$ cat src/rtl/mem_region_router_if.sv
// rtl/mem_region_router_if.sv - core and target buses of the memory region router
// slave = router view, master = core/target side.
interface mem_region_router_if #(
  parameter int ADDR_BITS = 32,
  parameter int DATA_BITS = 32
);
  logic                 i_req;
  logic [ADDR_BITS-1:0] i_addr;
  logic [DATA_BITS-1:0] i_data;
  logic                 i_wr;
  logic                 i_rd;
  logic [3:0]           i_dm_write;
  logic                 i_is_atomic;
  logic                 o_stall;
  logic                 o_ack;
  logic [DATA_BITS-1:0] o_rdata;
  logic                 o_err;

  logic                 o_ocm_req;
  logic                 o_ocm_wr;
  logic                 o_ocm_rd;
  logic [ADDR_BITS-1:0] o_ocm_addr;
  logic [3:0]           o_ocm_dm_write;
  logic [DATA_BITS-1:0] o_ocm_data;
  logic                 o_ocm_lock;
  logic                 i_ocm_ack;
  logic [DATA_BITS-1:0] i_ocm_rdata;

  logic                 o_c_req;
  logic                 o_c_wr;
  logic                 o_c_rd;
  logic [ADDR_BITS-1:0] o_c_addr;
  logic [3:0]           o_c_dm_write;
  logic [DATA_BITS-1:0] o_c_data;
  logic                 i_c_ack;
  logic [DATA_BITS-1:0] i_c_rdata;

  modport slave (
    input  i_req, i_addr, i_data, i_wr, i_rd, i_dm_write, i_is_atomic,
    output o_stall, o_ack, o_rdata, o_err,
    output o_ocm_req, o_ocm_wr, o_ocm_rd, o_ocm_addr, o_ocm_dm_write, o_ocm_data, o_ocm_lock,
    input  i_ocm_ack, i_ocm_rdata,
    output o_c_req, o_c_wr, o_c_rd, o_c_addr, o_c_dm_write, o_c_data,
    input  i_c_ack, i_c_rdata
  );

  modport master (
    output i_req, i_addr, i_data, i_wr, i_rd, i_dm_write, i_is_atomic,
    input  o_stall, o_ack, o_rdata, o_err,
    input  o_ocm_req, o_ocm_wr, o_ocm_rd, o_ocm_addr, o_ocm_dm_write, o_ocm_data, o_ocm_lock,
    output i_ocm_ack, i_ocm_rdata,
    input  o_c_req, o_c_wr, o_c_rd, o_c_addr, o_c_dm_write, o_c_data,
    output i_c_ack, i_c_rdata
  );
endinterface

$ cat src/rtl/mem_region_router.sv
// rtl/mem_region_router.sv - registered OCM/cache request router with error, timeout and atomic lock
// One request in flight; target outputs are flop-driven and gated by the per-target request flag.
module mem_region_router #(
  parameter int                   ADDR_BITS     = 32,
  parameter int                   DATA_BITS     = 32,
  parameter logic [ADDR_BITS-1:0] OCM_BASE      = 32'h0000_0000,
  parameter logic [ADDR_BITS-1:0] OCM_END       = 32'h0000_0FFF,
  parameter logic [ADDR_BITS-1:0] CACHE_BASE    = 32'h0000_1000,
  parameter logic [ADDR_BITS-1:0] CACHE_END     = 32'h0000_FFFF,
  parameter bit                   OCM_WORD_ADDR = 1'b1,
  parameter int unsigned          TIMEOUT       = 255
) (
  input logic                clk,
  input logic                rst,
  mem_region_router_if.slave bus
);

  localparam logic [2:0] S_IDLE      = 3'd0;
  localparam logic [2:0] S_ISSUE_OCM = 3'd1;
  localparam logic [2:0] S_ISSUE_C   = 3'd2;
  localparam logic [2:0] S_ERR       = 3'd3;
  localparam logic [2:0] S_DONE      = 3'd4;

  localparam logic [ADDR_BITS-1:0] OCM_SPAN = OCM_END - OCM_BASE;
  localparam logic [ADDR_BITS-1:0] C_SPAN   = CACHE_END - CACHE_BASE;
  localparam logic [15:0]          TO_LAST  = 16'(TIMEOUT - 1);

  logic [2:0]           state;
  logic [15:0]          cnt;
  logic                 ocm_req_q;
  logic                 c_req_q;
  logic                 wr_q;
  logic                 lock_q;
  logic                 clr_lock_q;
  logic                 ack_q;
  logic                 err_q;
  logic [ADDR_BITS-1:0] addr_q;
  logic [DATA_BITS-1:0] data_q;
  logic [DATA_BITS-1:0] rdata_q;
  logic [3:0]           dm_q;

  logic                 new_req;
  logic                 in_ocm;
  logic                 in_c;
  logic [ADDR_BITS-1:0] ocm_off;
  logic [ADDR_BITS-1:0] c_off;
  logic [ADDR_BITS-1:0] ocm_tgt_addr;

  // Offset-and-span compares avoid constant-true checks when a base is zero.
  always_comb begin
    new_req      = bus.i_req & (bus.i_rd | bus.i_wr);
    ocm_off      = bus.i_addr - OCM_BASE;
    c_off        = bus.i_addr - CACHE_BASE;
    in_ocm       = (ocm_off <= OCM_SPAN);
    in_c         = (c_off <= C_SPAN);
    ocm_tgt_addr = OCM_WORD_ADDR ? (ocm_off >> 2) : bus.i_addr;
  end

  always_ff @(posedge clk or posedge rst) begin
    if (rst) begin
      state      <= S_IDLE;
      cnt        <= '0;
      ocm_req_q  <= 1'b0;
      c_req_q    <= 1'b0;
      wr_q       <= 1'b0;
      lock_q     <= 1'b0;
      clr_lock_q <= 1'b0;
      ack_q      <= 1'b0;
      err_q      <= 1'b0;
      addr_q     <= '0;
      data_q     <= '0;
      rdata_q    <= '0;
      dm_q       <= '0;
    end else begin
      case (state)
        S_IDLE: begin
          if (new_req) begin
            wr_q   <= bus.i_wr;
            dm_q   <= bus.i_dm_write;
            data_q <= bus.i_data;
            cnt    <= '0;
            if (in_ocm) begin
              addr_q    <= ocm_tgt_addr;
              ocm_req_q <= 1'b1;
              state     <= S_ISSUE_OCM;
              if (bus.i_is_atomic) lock_q <= 1'b1;
            end else if (in_c) begin
              addr_q  <= bus.i_addr;
              c_req_q <= 1'b1;
              state   <= S_ISSUE_C;
            end else begin
              addr_q <= bus.i_addr;
              state  <= S_ERR;
            end
          end
        end
        S_ISSUE_OCM: begin
          if (bus.i_ocm_ack) begin
            ocm_req_q  <= 1'b0;
            rdata_q    <= wr_q ? '0 : bus.i_ocm_rdata;
            err_q      <= 1'b0;
            ack_q      <= 1'b1;
            clr_lock_q <= wr_q;
            state      <= S_DONE;
          end else if (cnt == TO_LAST) begin
            ocm_req_q  <= 1'b0;
            rdata_q    <= '0;
            err_q      <= 1'b1;
            ack_q      <= 1'b1;
            clr_lock_q <= 1'b1;
            state      <= S_DONE;
          end else begin
            cnt <= cnt + 16'd1;
          end
        end
        S_ISSUE_C: begin
          // A completed cache access leaves any OCM lock untouched.
          if (bus.i_c_ack) begin
            c_req_q    <= 1'b0;
            rdata_q    <= wr_q ? '0 : bus.i_c_rdata;
            err_q      <= 1'b0;
            ack_q      <= 1'b1;
            clr_lock_q <= 1'b0;
            state      <= S_DONE;
          end else if (cnt == TO_LAST) begin
            c_req_q    <= 1'b0;
            rdata_q    <= '0;
            err_q      <= 1'b1;
            ack_q      <= 1'b1;
            clr_lock_q <= 1'b1;
            state      <= S_DONE;
          end else begin
            cnt <= cnt + 16'd1;
          end
        end
        S_ERR: begin
          rdata_q    <= '0;
          err_q      <= 1'b1;
          ack_q      <= 1'b1;
          clr_lock_q <= 1'b1;
          state      <= S_DONE;
        end
        S_DONE: begin
          ack_q      <= 1'b0;
          err_q      <= 1'b0;
          rdata_q    <= '0;
          clr_lock_q <= 1'b0;
          if (clr_lock_q) lock_q <= 1'b0;
          state <= S_IDLE;
        end
        default: state <= S_IDLE;
      endcase
    end
  end

  assign bus.o_ack   = ack_q;
  assign bus.o_err   = err_q;
  assign bus.o_rdata = rdata_q;
  assign bus.o_stall = ~rst & bus.i_req &
                       (((state != S_IDLE) & (state != S_DONE)) | ((state == S_IDLE) & new_req));

  assign bus.o_ocm_req      = ocm_req_q;
  assign bus.o_ocm_wr       = ocm_req_q & wr_q;
  assign bus.o_ocm_rd       = ocm_req_q & ~wr_q;
  assign bus.o_ocm_addr     = ocm_req_q ? addr_q : '0;
  assign bus.o_ocm_dm_write = ocm_req_q ? dm_q : 4'b0;
  assign bus.o_ocm_data     = ocm_req_q ? data_q : '0;
  assign bus.o_ocm_lock     = lock_q;

  assign bus.o_c_req      = c_req_q;
  assign bus.o_c_wr       = c_req_q & wr_q;
  assign bus.o_c_rd       = c_req_q & ~wr_q;
  assign bus.o_c_addr     = c_req_q ? addr_q : '0;
  assign bus.o_c_dm_write = c_req_q ? dm_q : 4'b0;
  assign bus.o_c_data     = c_req_q ? data_q : '0;

endmodule

$ cat src/flat_wrapper.sv
// flat-port wrapper written by rule: the top's interface ports become plain ports
module mem_region_router_flat 
#(
  parameter int                   ADDR_BITS     = 32,
  parameter int                   DATA_BITS     = 32,
  parameter logic [ADDR_BITS-1:0] OCM_BASE      = 32'h0000_0000,
  parameter logic [ADDR_BITS-1:0] OCM_END       = 32'h0000_0FFF,
  parameter logic [ADDR_BITS-1:0] CACHE_BASE    = 32'h0000_1000,
  parameter logic [ADDR_BITS-1:0] CACHE_END     = 32'h0000_FFFF,
  parameter bit                   OCM_WORD_ADDR = 1'b1,
  parameter int unsigned          TIMEOUT       = 255
)
  (clk, rst, bus_i_req, bus_i_addr, bus_i_data, bus_i_wr, bus_i_rd, bus_i_dm_write, bus_i_is_atomic, bus_o_stall, bus_o_ack, bus_o_rdata, bus_o_err, bus_o_ocm_req, bus_o_ocm_wr, bus_o_ocm_rd, bus_o_ocm_addr, bus_o_ocm_dm_write, bus_o_ocm_data, bus_o_ocm_lock, bus_i_ocm_ack, bus_i_ocm_rdata, bus_o_c_req, bus_o_c_wr, bus_o_c_rd, bus_o_c_addr, bus_o_c_dm_write, bus_o_c_data, bus_i_c_ack, bus_i_c_rdata);
  mem_region_router_if #(.ADDR_BITS(ADDR_BITS), .DATA_BITS(DATA_BITS)) bus_i ();
  input logic clk;
  input logic rst;
  input wire logic [$bits(bus_i.i_req)-1:0] bus_i_req;
  input wire logic [$bits(bus_i.i_addr)-1:0] bus_i_addr;
  input wire logic [$bits(bus_i.i_data)-1:0] bus_i_data;
  input wire logic [$bits(bus_i.i_wr)-1:0] bus_i_wr;
  input wire logic [$bits(bus_i.i_rd)-1:0] bus_i_rd;
  input wire logic [$bits(bus_i.i_dm_write)-1:0] bus_i_dm_write;
  input wire logic [$bits(bus_i.i_is_atomic)-1:0] bus_i_is_atomic;
  output wire logic [$bits(bus_i.o_stall)-1:0] bus_o_stall;
  output wire logic [$bits(bus_i.o_ack)-1:0] bus_o_ack;
  output wire logic [$bits(bus_i.o_rdata)-1:0] bus_o_rdata;
  output wire logic [$bits(bus_i.o_err)-1:0] bus_o_err;
  output wire logic [$bits(bus_i.o_ocm_req)-1:0] bus_o_ocm_req;
  output wire logic [$bits(bus_i.o_ocm_wr)-1:0] bus_o_ocm_wr;
  output wire logic [$bits(bus_i.o_ocm_rd)-1:0] bus_o_ocm_rd;
  output wire logic [$bits(bus_i.o_ocm_addr)-1:0] bus_o_ocm_addr;
  output wire logic [$bits(bus_i.o_ocm_dm_write)-1:0] bus_o_ocm_dm_write;
  output wire logic [$bits(bus_i.o_ocm_data)-1:0] bus_o_ocm_data;
  output wire logic [$bits(bus_i.o_ocm_lock)-1:0] bus_o_ocm_lock;
  input wire logic [$bits(bus_i.i_ocm_ack)-1:0] bus_i_ocm_ack;
  input wire logic [$bits(bus_i.i_ocm_rdata)-1:0] bus_i_ocm_rdata;
  output wire logic [$bits(bus_i.o_c_req)-1:0] bus_o_c_req;
  output wire logic [$bits(bus_i.o_c_wr)-1:0] bus_o_c_wr;
  output wire logic [$bits(bus_i.o_c_rd)-1:0] bus_o_c_rd;
  output wire logic [$bits(bus_i.o_c_addr)-1:0] bus_o_c_addr;
  output wire logic [$bits(bus_i.o_c_dm_write)-1:0] bus_o_c_dm_write;
  output wire logic [$bits(bus_i.o_c_data)-1:0] bus_o_c_data;
  input wire logic [$bits(bus_i.i_c_ack)-1:0] bus_i_c_ack;
  input wire logic [$bits(bus_i.i_c_rdata)-1:0] bus_i_c_rdata;
  assign bus_i.i_req = bus_i_req;
  assign bus_i.i_addr = bus_i_addr;
  assign bus_i.i_data = bus_i_data;
  assign bus_i.i_wr = bus_i_wr;
  assign bus_i.i_rd = bus_i_rd;
  assign bus_i.i_dm_write = bus_i_dm_write;
  assign bus_i.i_is_atomic = bus_i_is_atomic;
  assign bus_o_stall = bus_i.o_stall;
  assign bus_o_ack = bus_i.o_ack;
  assign bus_o_rdata = bus_i.o_rdata;
  assign bus_o_err = bus_i.o_err;
  assign bus_o_ocm_req = bus_i.o_ocm_req;
  assign bus_o_ocm_wr = bus_i.o_ocm_wr;
  assign bus_o_ocm_rd = bus_i.o_ocm_rd;
  assign bus_o_ocm_addr = bus_i.o_ocm_addr;
  assign bus_o_ocm_dm_write = bus_i.o_ocm_dm_write;
  assign bus_o_ocm_data = bus_i.o_ocm_data;
  assign bus_o_ocm_lock = bus_i.o_ocm_lock;
  assign bus_i.i_ocm_ack = bus_i_ocm_ack;
  assign bus_i.i_ocm_rdata = bus_i_ocm_rdata;
  assign bus_o_c_req = bus_i.o_c_req;
  assign bus_o_c_wr = bus_i.o_c_wr;
  assign bus_o_c_rd = bus_i.o_c_rd;
  assign bus_o_c_addr = bus_i.o_c_addr;
  assign bus_o_c_dm_write = bus_i.o_c_dm_write;
  assign bus_o_c_data = bus_i.o_c_data;
  assign bus_i.i_c_ack = bus_i_c_ack;
  assign bus_i.i_c_rdata = bus_i_c_rdata;
  mem_region_router #(.ADDR_BITS(ADDR_BITS), .DATA_BITS(DATA_BITS), .OCM_BASE(OCM_BASE), .OCM_END(OCM_END), .CACHE_BASE(CACHE_BASE), .CACHE_END(CACHE_END), .OCM_WORD_ADDR(OCM_WORD_ADDR), .TIMEOUT(TIMEOUT)) u_core (.clk(clk), .rst(rst), .bus(bus_i));
endmodule
$ cat config.mk
export PLATFORM = sky130hd
export DESIGN_NAME = mem_region_router_flat
export DESIGN_NICKNAME = d
export VERILOG_FILES = /design/src/rtl/mem_region_router_if.sv /design/src/rtl/mem_region_router.sv /design/src/flat_wrapper.sv
export SDC_FILE = /design/constraint.sdc
export NUM_CORES = 1
export LEC_CHECK = 0
export ABC_AREA = 0
export BUFFER_PORTS_ARGS = -buffer_cell sky130_fd_sc_hd__buf_2
export CORE_MARGIN = 8
export CORE_UTILIZATION = 47
export DETAILED_ROUTE_END_ITERATION = 7
export MAX_ROUTING_LAYER = met4
export PLACE_DENSITY_LB_ADDON = 0.25
export RECOVER_POWER = 100
export SETUP_SLACK_MARGIN = 0.15
export SKIP_CTS_REPAIR_TIMING = 1
export SYNTH_ARGS = -nofsm -noshare
export SYNTH_HDL_FRONTEND = slang
export SYNTH_SLANG_ARGS = --single-unit
export TNS_END_PERCENT = 50
$ cat constraint.sdc
create_clock -name clk -period 4.3 [get_ports clk]
set_input_delay 0.215 -clock clk [delete_from_list [all_inputs] [get_ports clk]]
set_output_delay 0.215 -clock clk [all_outputs]
set_load 0.03 [all_outputs]
==> results.cfg, run 1 <==
[outcome]
status = complete, but fails checks
violations = negative hold slack, max-capacitance violations, max-slew violations

[finish]
multiInputGateArea_um2 = 3240
area_delta_synth_final_pct = 30.0
final_core_util = 0.627
antenna_cells = 0
instances_no_fill = 1276
layout_common_cells = nand2_1, buf_2, dfrtp_1, clkbuf_1, and2_1
regArea_um2 = 3150
final_common_cell = nand2_1
drive_gt1_frac = 0.230
num-fill-cells = 1289
nNetsFinal = 1225

[synthesis]
dominantRegCellSynth = dfrtp_1
synth_edf_count = 0
netlist_instances = 787
avgSynthCellArea_um2 = 8.54
ys.warnings.count = 0
syn-cell-area_um2 = 6720
synthArstFlopShare = 1.00
ys_types = 56
syn_nets = 929
ys_ff_latch = 126
ys_seq_area_frac = 0.469

[placement]
hpwl_um = 16400
numPortBuffers = 317
gp_congestion = 0.874
numPlacedInstances = 1238

[timing]
finalSetupViolCount = 0
fin_crit_ns = 3.30
tightest_slew_ns = 2.09
period_share = 0.767
slew_headroom = -0.392
rsz0062_at_grt = no
hold_ws_ns = -0.00489
maxSlewViolCount = 208
max_freq_mhz = 303
finalSetupTns_ns = 0
hold_viol_final = 9
fin_worst_skew_ns = 0.00898

[global_routing]
antenna_found_initial = 0
track_usage = 0.235
grt_pass1_vias = 6192
grt_max_degree = 73
grt_pass1_wl_um = 33200
grt_remaining_overflow = 0

[setup_path]
rr_endpoint = u_core.cnt[2]$_DFFE_PP0P_
worst-r2r-setup-slack_ns = 1.14
cp.required_ns = 4.09
reg2reg_depth = 4
path_max_fanout = 66
worstPathArrival_ns = 3.08
regToRegStartpoint = u_core.state[2]$_DFFE_PP0N_
startpoint_type = flop
crit_path_end_kind = output port
critical_path_class = reg -> out

[floorplanning]
initial_utilization = 0.482
row_count = 43
fp.dieH_um = 136
core-area_um2 = 13900
ios = 318
die_w_um = 136
die-area_um2 = 18400

[hold_path]
hp-class = in -> reg
min_path_cells = 3
min_from = bus_i_data[13]
min_to = u_core.data_q[13]$_DFFE_PP0P_

[run]
cap_viol_max_count = 4

[pwr]
p_per_area_nw_per_um2 = 581
p_leak_nw = 4.44
irDropWorstVdd_v = 0.000449

[clock_network]
cts.sinks = 126
cts_tree = yes
htreeDepth = 4
clkTransAtPathRegs_ns = 0.05
clock_latency_ns = 0.41
cts_max_path_buffers = 2
ctsRootBufferMaster = clkbuf_16
cts_buffers = 17

[detailed_routing]
vias = 6469
post-route-drc-count = 0
wl_per_cell_um = 17.1
first_pass_iters = 5
wl_um = 21800
vias_per_cell = 5.07
drt_iter0_drc = 387
detail-route-antenna-nets = 0
[state kept, by name (all words and copies together) (netlist names)]
signal and cells:
u_core.bus.o_err 1, u_core.dm_q 4, u_core.data_q 32, u_core.bus.o_rdata 32
u_core.wr_q 1, u_core.bus.o_ack 1, u_core.bus.o_c_req 1, u_core.state 3
u_core.cnt 16, u_core.bus.o_ocm_req 1, u_core.clr_lock_q 1, u_core.bus.o_ocm_lock 1
u_core.addr_q 32
[metal layers]
metal / routed length [um] / vias up / GRT usage / share of wire
li1: - / 3172 / - / -
met1: 8910 / 3012 / 0.275 / 0.41
met2: 10900 / 261 / 0.390 / 0.50
met3: 1650 / 24 / 0.0627 / 0.076
met4: 342 / 0 / 0.0660 / 0.016
met5: 0 / - / - / 0
[logic make-up after synthesis]
logic type,Yosys count,synth area share
mux,2,0.00298
compound gates,96,0.0974
xor+xnor,12,0.0168
flops,126,0.469
buf+inv,63,0.0426
fa+ha+maj,2,0.00372
simple gates,486,0.367
[metrics by stage]
step / hold slack [ns] / worst slack [ns] / total power [W] / area, um^2
detailed placement: 0.388 / 1.71 / 0.00387 / 8360
global placement: 0.385 / 1.75 / 0.00380 / 8360
global route: 0.000530 / 0.776 / 0.00543 / 8730
CTS: -0.0489 / 1.70 / 0.00519 / 8890
floorplan: 0.320 / 0.582 / 0.00329 / 6720
finish: -0.00489 / 1.00 / 0.00507 / 8730
[report_power, final]
group	internal, W	switching (W)
clock network	0.000817	0.000492
registers	0.00167	0.000409
logic	0.000506	0.00118
total	0.00299	0.00208
[synth_stat cells, drive strengths merged, types with 3 or more instances]
cell type / count / area share
xnor2: 12 / 0.017
dfrtp: 126 / 0.47
or4: 3 / 0.0045
a21oi: 7 / 0.0052
and4: 4 / 0.0060
nand4: 7 / 0.0065
nand3: 3 / 0.0022
a22oi: 31 / 0.035
nor4: 16 / 0.026
o21ai: 27 / 0.020
inv: 8 / 0.0045
a211oi: 3 / 0.0060
nor3: 4 / 0.0030
clkbuf: 30 / 0.017
o31ai: 3 / 0.0034
nand2: 261 / 0.15
and2: 143 / 0.13
nor2b: 3 / 0.0028
nor4b: 3 / 0.0071
nand2b: 3 / 0.0028
buf: 25 / 0.021
nor2: 28 / 0.017
a31oi: 13 / 0.012
[cell type report]
class | count | share of cell area
clock inverter | 8 | 0.00745
tap | 180 | 0.0258
multi-input combinational | 598 | 0.371
clock buffer | 24 | 0.0540
timing repair buffer | 332 | 0.177
sequential | 126 | 0.361
inverter | 8 | 0.00372
[critical path, cell delays in order (launching register included)]
cell and delay, ns:
dfrtp_1 0.49, clkbuf_1 1.53, and2_1 0.28, clkbuf_1 0.35
[worst max-delay path by stage]
stage	startpoint	endpoint	depth (start not counted)
6_report	u_core.bus.o_ocm_req$_DFFE_PP0P_	bus_o_ocm_dm_write[3]	3
5_1_grt	u_core.bus.o_ocm_req$_DFFE_PP0P_	bus_o_ocm_data[1]	3
4_1_cts	u_core.state[1]$_DFFE_PP0N_	u_core.cnt[3]$_DFFE_PP0P_	5
3_5_place_dp	u_core.state[1]$_DFFE_PP0N_	u_core.cnt[3]$_DFFE_PP0P_	5
3_3_place_gp	u_core.state[1]$_DFFE_PP0N_	u_core.cnt[3]$_DFFE_PP0P_	5
2_1_floorplan	rst	bus_o_stall	2
Power figures use the tool's default switching activity.
==> inputs of run 2 (changes only) <==
--- a/config.mk
+++ b/config.mk
@@ -5,10 +5,10 @@
 export SDC_FILE = /design/constraint.sdc
 export NUM_CORES = 1
 export LEC_CHECK = 0
-export ABC_AREA = 0
+export ABC_AREA = 1
 export BUFFER_PORTS_ARGS = -buffer_cell sky130_fd_sc_hd__buf_2
 export CORE_MARGIN = 8
-export CORE_UTILIZATION = 47
+export CORE_UTILIZATION = 48
 export DETAILED_ROUTE_END_ITERATION = 7
 export MAX_ROUTING_LAYER = met4
 export PLACE_DENSITY_LB_ADDON = 0.25
==> constraint.sdc (replaced) <==
create_clock -name clk -period 3.2 [get_ports clk]
set_input_delay 0.16 -clock clk [delete_from_list [all_inputs] [get_ports clk]]
set_output_delay 0.16 -clock clk [all_outputs]
set_load 0.03 [all_outputs]
==> run 2 against run 1 <==
The flow finishes with violations (negative hold slack); synthesized cell count up 38%; die area up 5.5%; area after synthesis grew 8.5%; global-route usage up 0.96 points; via count rose by 26%; core utilization is 3.6 points higher; cell area is 14% higher; routed wire length increased by 13%; first-iteration DRC count rose by 35%.
==> results.cfg, run 2 <==
[outcome]
status = complete, but fails checks
violations = negative hold slack

[clock_network]
clock_latency_ns = 0.42
ctsRootBufferMaster = clkbuf_16
cts_buffers = 17
htreeDepth = 4
cts.sinks = 126
clkTransAtPathRegs_ns = 0.06
cts_max_path_buffers = 2
cts_tree = yes

[detailed_routing]
vias = 8176
routed.top_layer = met4
post-route-drc-count = 0
wl_um = 24800
wl_met1_um = 10200
first_pass_iters = 5
wl_met3_um = 1540
drt_iter0_drc = 523
vias_per_cell = 4.99
detail-route-antenna-nets = 0
wl_per_cell_um = 15.1
routed-wl-met2_um = 12500

[synthesis]
ys_seq_area_frac = 0.432
synth_edf_count = 0
netlist_instances = 1087
ys_types = 42
ys_ff_latch = 126
ys.warnings.count = 0
synth_common_cells = nand2_1, inv_1, dfrtp_1, nor2_1, nand3_1
synthArstFlopShare = 1.00
syn-cell-area_um2 = 7290
dominantRegCellSynth = dfrtp_1
avgSynthCellArea_um2 = 6.71
syn_nets = 1229
yosysTopAreaCell = dfrtp_1
yosys.cell_count.top_type = nand2_1
synth_area_leaders = dfrtp_1, nand2_1, inv_1
yosys.area.top_type_share = 0.432

[finish]
layout_common_cells = nand2_1, clkbuf_1, inv_1, buf_2, dfrtp_1
nNetsFinal = 1581
instances_no_fill = 1640
drive_gt1_frac = 0.142
final_core_util = 0.663
area_delta_synth_final_pct = 36.7
antenna_cells = 0
final_common_cell = nand2_1

[placement]
numPlacedInstances = 1549
hpwl_um = 17400
numPortBuffers = 317
gp_congestion = 0.904

[floorplanning]
core-area_um2 = 15000
die_w_um = 139
row_count = 45
fp.dieH_um = 139
initial_utilization = 0.485
ios = 318
die-area_um2 = 19400

[setup_path]
crit_buf_inv = 3
cp_slowest_cell = dfrtp_2
path_max_fanout = 58
worstPathArrival_ns = 2.57
startpoint_type = flop
critical_path_class = reg -> out
path_common_cell = clkbuf_1
cp.required_ns = 3.04
worst-r2r-setup-slack_ns = 0.50
max_stage_delay_ns = 0.99
crit_path_end_kind = output port
cp_cell_sequence = clkbuf_1, nand2_1, inv_1, clkbuf_1
critical_path.top_delay_family = buffers and inverters

[global_routing]
antenna_found_initial = 0
grt_remaining_overflow = 0
grt_max_degree = 73
grt_pass1_wl_um = 37600
grt_pass1_vias = 7493
track_usage = 0.245

[pwr]
p_per_area_nw_per_um2 = 1080
p_leak_nw = 5.71
irDropWorstVdd_v = 0.000502

[timing]
maxSlewViolCount = 0
finalSetupTns_ns = 0
fin_crit_ns = 2.73
period_share = 0.854
max_freq_mhz = 366
hold_ws_ns = -0.0236
hold_viol_final = 10
finalSetupViolCount = 0
slew_headroom = 0.0421
tightest_slew_ns = 1.44
fin_worst_skew_ns = 0.0105
rsz0062_at_grt = no

[hold_path]
hp-class = in -> reg

[run]
cap_viol_max_count = 0
[run 2: cell count changes after synthesis, sizes merged, moves of 9 or more]
cell | before | now
a21oi | 7 | 42
a22oi | 31 | 1
and2 | 143 | 1
buf | 25 | 16
inv | 8 | 189
nand2 | 261 | 418
nand3 | 3 | 56
nor2 | 28 | 72
nor4 | 16 | 2
o21ai | 27 | 62
xnor2 | 12 | 1
[run 2: metal layers]
metal	track usage	vias to the layer above
met5	-	-
met4	0.0763	0
met3	0.0636	54
met2	0.412	291
met1	0.281	3805
li1	-	4026
[run 2: kinds of logic after synthesis]
family | Yosys count | share of synthesized area
AO/OA/AOI/OAI | 131 | 0.0977
adder cells (fa/ha/maj) | 2 | 0.00343
buffers and inverters | 245 | 0.132
AND/OR/NAND/NOR | 574 | 0.323
flip-flops | 126 | 0.432
XOR/XNOR | 9 | 0.0118
[run 2: layout make-up]
class                   count  area (um^2)
well taps                 188          235
fillers                  1463         5060
clock inverters            12          216
inverters                 192          728
clock buffers              20          437
repair buffers            386         2030
flip-flops and latches    126         3160
multi-input cells         716         3170
[run 2: through the flow]
step                      setup slack (ns)  total power [W]  hold WS (ns)  cell area, um^2
after floorplan                      0.745          0.00711         0.277             7290
after global placement               0.321          0.00869         0.348             8980
after detailed placement             0.255          0.00880         0.357             8980
after CTS                            0.215           0.0110       -0.0844             9630
after global routing                 0.180           0.0115      -0.00401             9970
final                                0.468           0.0108       -0.0236             9970
[run 2: final timing paths]
path / from / endpoint / depth (start not counted)
max reg2reg: u_core.state[2]$_DFFE_PP0N_ / u_core.bus.o_rdata[18]$_DFFE_PP0P_ / 9
max: u_core.bus.o_c_req$_DFFE_PP0P_ / bus_o_c_data[13] / 4
min: bus_i_c_rdata[21] / u_core.bus.o_rdata[21]$_DFFE_PP0P_ / 3
max in group asynchronous: rst / u_core.bus.o_c_req$_DFFE_PP0P_ / 4
min reg2reg: u_core.bus.o_rdata[29]$_DFFE_PP0P_ / u_core.bus.o_rdata[29]$_DFFE_PP0P_ / 2
min in group asynchronous: rst / u_core.addr_q[8]$_DFFE_PP0P_ / 3
[run 2: tightest hold or removal path: stages]
cell and delay (ns):
buf_2 0.08, nand2_1 0.04, nand4_1 0.07
[run 2: power breakdown]
part           switching (W)  leakage [nW]  internal [W]  total (W)
Clock               0.000705         0.318       0.00145    0.00216
Combinational        0.00423          3.81       0.00136    0.00559
Sequential          0.000766          1.58       0.00225    0.00302
==> inputs of run 3 (changes only) <==
--- a/config.mk
+++ b/config.mk
@@ -5,10 +5,9 @@
 export SDC_FILE = /design/constraint.sdc
 export NUM_CORES = 1
 export LEC_CHECK = 0
-export ABC_AREA = 1
 export BUFFER_PORTS_ARGS = -buffer_cell sky130_fd_sc_hd__buf_2
 export CORE_MARGIN = 8
-export CORE_UTILIZATION = 48
+export CORE_UTILIZATION = 47
 export DETAILED_ROUTE_END_ITERATION = 7
 export MAX_ROUTING_LAYER = met4
 export PLACE_DENSITY_LB_ADDON = 0.25
==> run 3 against run 2 <==
The flow finishes with violations (negative hold slack, max-capacitance violations, max-slew violations); routed wire length fell by 2.5%; non-clock buffer count rose by 25; largest cell class unchanged; sequential power fell by 7.3%; setup slack worse by 0.073 ns; worst hold slack gained 0.0010 ns; global-route usage shrank 0.63 points.
==> results.cfg, run 3 (synthesis gave the netlist of run 1 again) <==
[timing]
hold_viol_final = 5
rsz0062_at_grt = no
maxSlewViolCount = 200
max_freq_mhz = 356
slew_headroom = -0.185
finalSetupViolCount = 0
tightest_slew_ns = 1.78
hold_ws_ns = -0.0226
fin_worst_skew_ns = 0.00959
finalSetupTns_ns = 0
period_share = 0.877
fin_crit_ns = 2.81

[floorplanning]
die_w_um = 136
die-area_um2 = 18400
initial_utilization = 0.482
core-area_um2 = 13900
row_count = 43
fp.dieH_um = 136
ios = 318

[finish]
drive_gt1_frac = 0.193
final_common_cell = nand2_1
regArea_um2 = 3150
nNetsFinal = 1304
area_delta_synth_final_pct = 43.0
instances_no_fill = 1356
multiInputGateArea_um2 = 3210
layout_common_cells = nand2_1, buf_2, clkbuf_1, dfrtp_1, and2_1
num-fill-cells = 1144

[detailed_routing]
first_pass_iters = 4
detail-route-antenna-nets = 0
post-route-drc-count = 0
wl_um = 24200
vias_per_cell = 5.09
vias = 6904
drt_iter0_drc = 383
wl_per_cell_um = 17.8

[clock_network]
cts_tree = yes
ctsRootBufferMaster = clkbuf_16
cts.sinks = 126
cts_buffers = 17
clkTransAtPathRegs_ns = 0.05
cts_max_path_buffers = 2
htreeDepth = 4
clock_latency_ns = 0.42

[setup_path]
cp_slowest_cell = a211oi_1
crit_path_end_kind = flop
critical_path.top_delay_family = compound AO/OA/AOI/OAI gates
cp.required_ns = 3.50
path_max_fanout = 15
critical_path_class = reg -> reg
max_stage_delay_ns = 0.84
crit_buf_inv = 0
cp_cell_sequence = nor2_1, a211oi_2, a211oi_1, a21oi_1, a31o_1
worstPathArrival_ns = 3.11
startpoint_type = flop

[global_routing]
track_usage = 0.238
grt_max_degree = 127
grt_pass1_wl_um = 33500
grt_pass1_vias = 6272
antenna_found_initial = 1
grt_remaining_overflow = 0

[pwr]
irDropWorstVdd_v = 0.000488
p_per_area_nw_per_um2 = 763
p_leak_nw = 4.70

[placement]
hpwl_um = 16200
numPortBuffers = 317
numPlacedInstances = 1239
gp_congestion = 0.867

[run]
cap_viol_max_count = 2

[outcome]
violations = negative hold slack, max-capacitance violations, max-slew violations
status = complete, but fails checks

[hold_path]
hp-class = in -> reg
-- run 3: cell count changes in the layout (fill, tap and decap cells not counted), moves of 25 or more --
cell / before / now
inv_1: 179 / 7
clkbuf_1: 183 / 145
a22oi_1: 1 / 31
buf_2: 139 / 175
nand2_1: 412 / 261
nor2_1: 66 / 28
and2_0: 0 / 35
and2_1: 1 / 108
a21oi_1: 41 / 7
dlygate4sd3_1: 59 / 84
nand3_1: 55 / 3
-- run 3: area by class of cell --
class | instances | share of cell area
tap | 180 | 0.0234
antenna | 1 | 0.000260
inverter | 8 | 0.00326
sequential | 126 | 0.328
timing repair buffer | 411 | 0.243
multi-input combinational | 598 | 0.334
clock buffer | 21 | 0.0479
clock inverter | 11 | 0.0195
-- run 3: metrics by stage --
step / power (W) / instance area (um^2) / worst slack, ns / utilization / hold slack (ns)
final: 0.00733 / 9610 / 0.395 / 0.690 / -0.0226
after global routing: 0.00780 / 9610 / 0.174 / 0.690 / -0.00741
after CTS: 0.00738 / 9050 / 0.540 / 0.650 / -0.0811
after detailed placement: 0.00524 / 8400 / 0.531 / 0.603 / 0.355
after global placement: 0.00516 / 8400 / 0.621 / 0.603 / 0.350
after floorplan: 0.00443 / 6720 / 0.517 / - / 0.265
-- run 3: worst min-delay path: stages --
cell and delay (ns):
buf_2 0.07, a22oi_1 0.06, nand2_1 0.06
-- run 3: path summary, 6_finish.rpt --
path	from	to	slack [ns]	cells after the start
setup / recovery	u_core.state[1]$_DFFE_PP0N_	u_core.cnt[2]$_DFFE_PP0P_	0.39	5
hold / removal	bus_i_c_rdata[26]	u_core.bus.o_rdata[26]$_DFFE_PP0P_	-0.02	3
setup reg to reg	u_core.state[1]$_DFFE_PP0N_	u_core.cnt[2]$_DFFE_PP0P_	0.39	5
hold reg to reg	u_core.bus.o_rdata[26]$_DFFE_PP0P_	u_core.bus.o_rdata[26]$_DFFE_PP0P_	0.47	2
max in group asynchronous	rst	u_core.addr_q[26]$_DFFE_PP0P_	1.63	3
min in group asynchronous	rst	u_core.addr_q[25]$_DFFE_PP0P_	0.37	3
-- run 3: per-layer routing --
| metal | GRT usage | part of all wire | vias up |
|---|---|---|---|
| met5 | - | 0 | - |
| met4 | 0.0820 | 0.019 | 0 |
| met3 | 0.0605 | 0.082 | 28 |
| met2 | 0.391 | 0.50 | 281 |
| met1 | 0.279 | 0.40 | 3263 |
| li1 | - | - | 3332 |
-- run 3: report_power, final --
part           switching [W]  internal (W)  total (W)  leakage [nW]
sequential          0.000559       0.00224    0.00280          1.61
combinational        0.00163      0.000786    0.00241          2.78
clock               0.000699       0.00142    0.00212         0.309
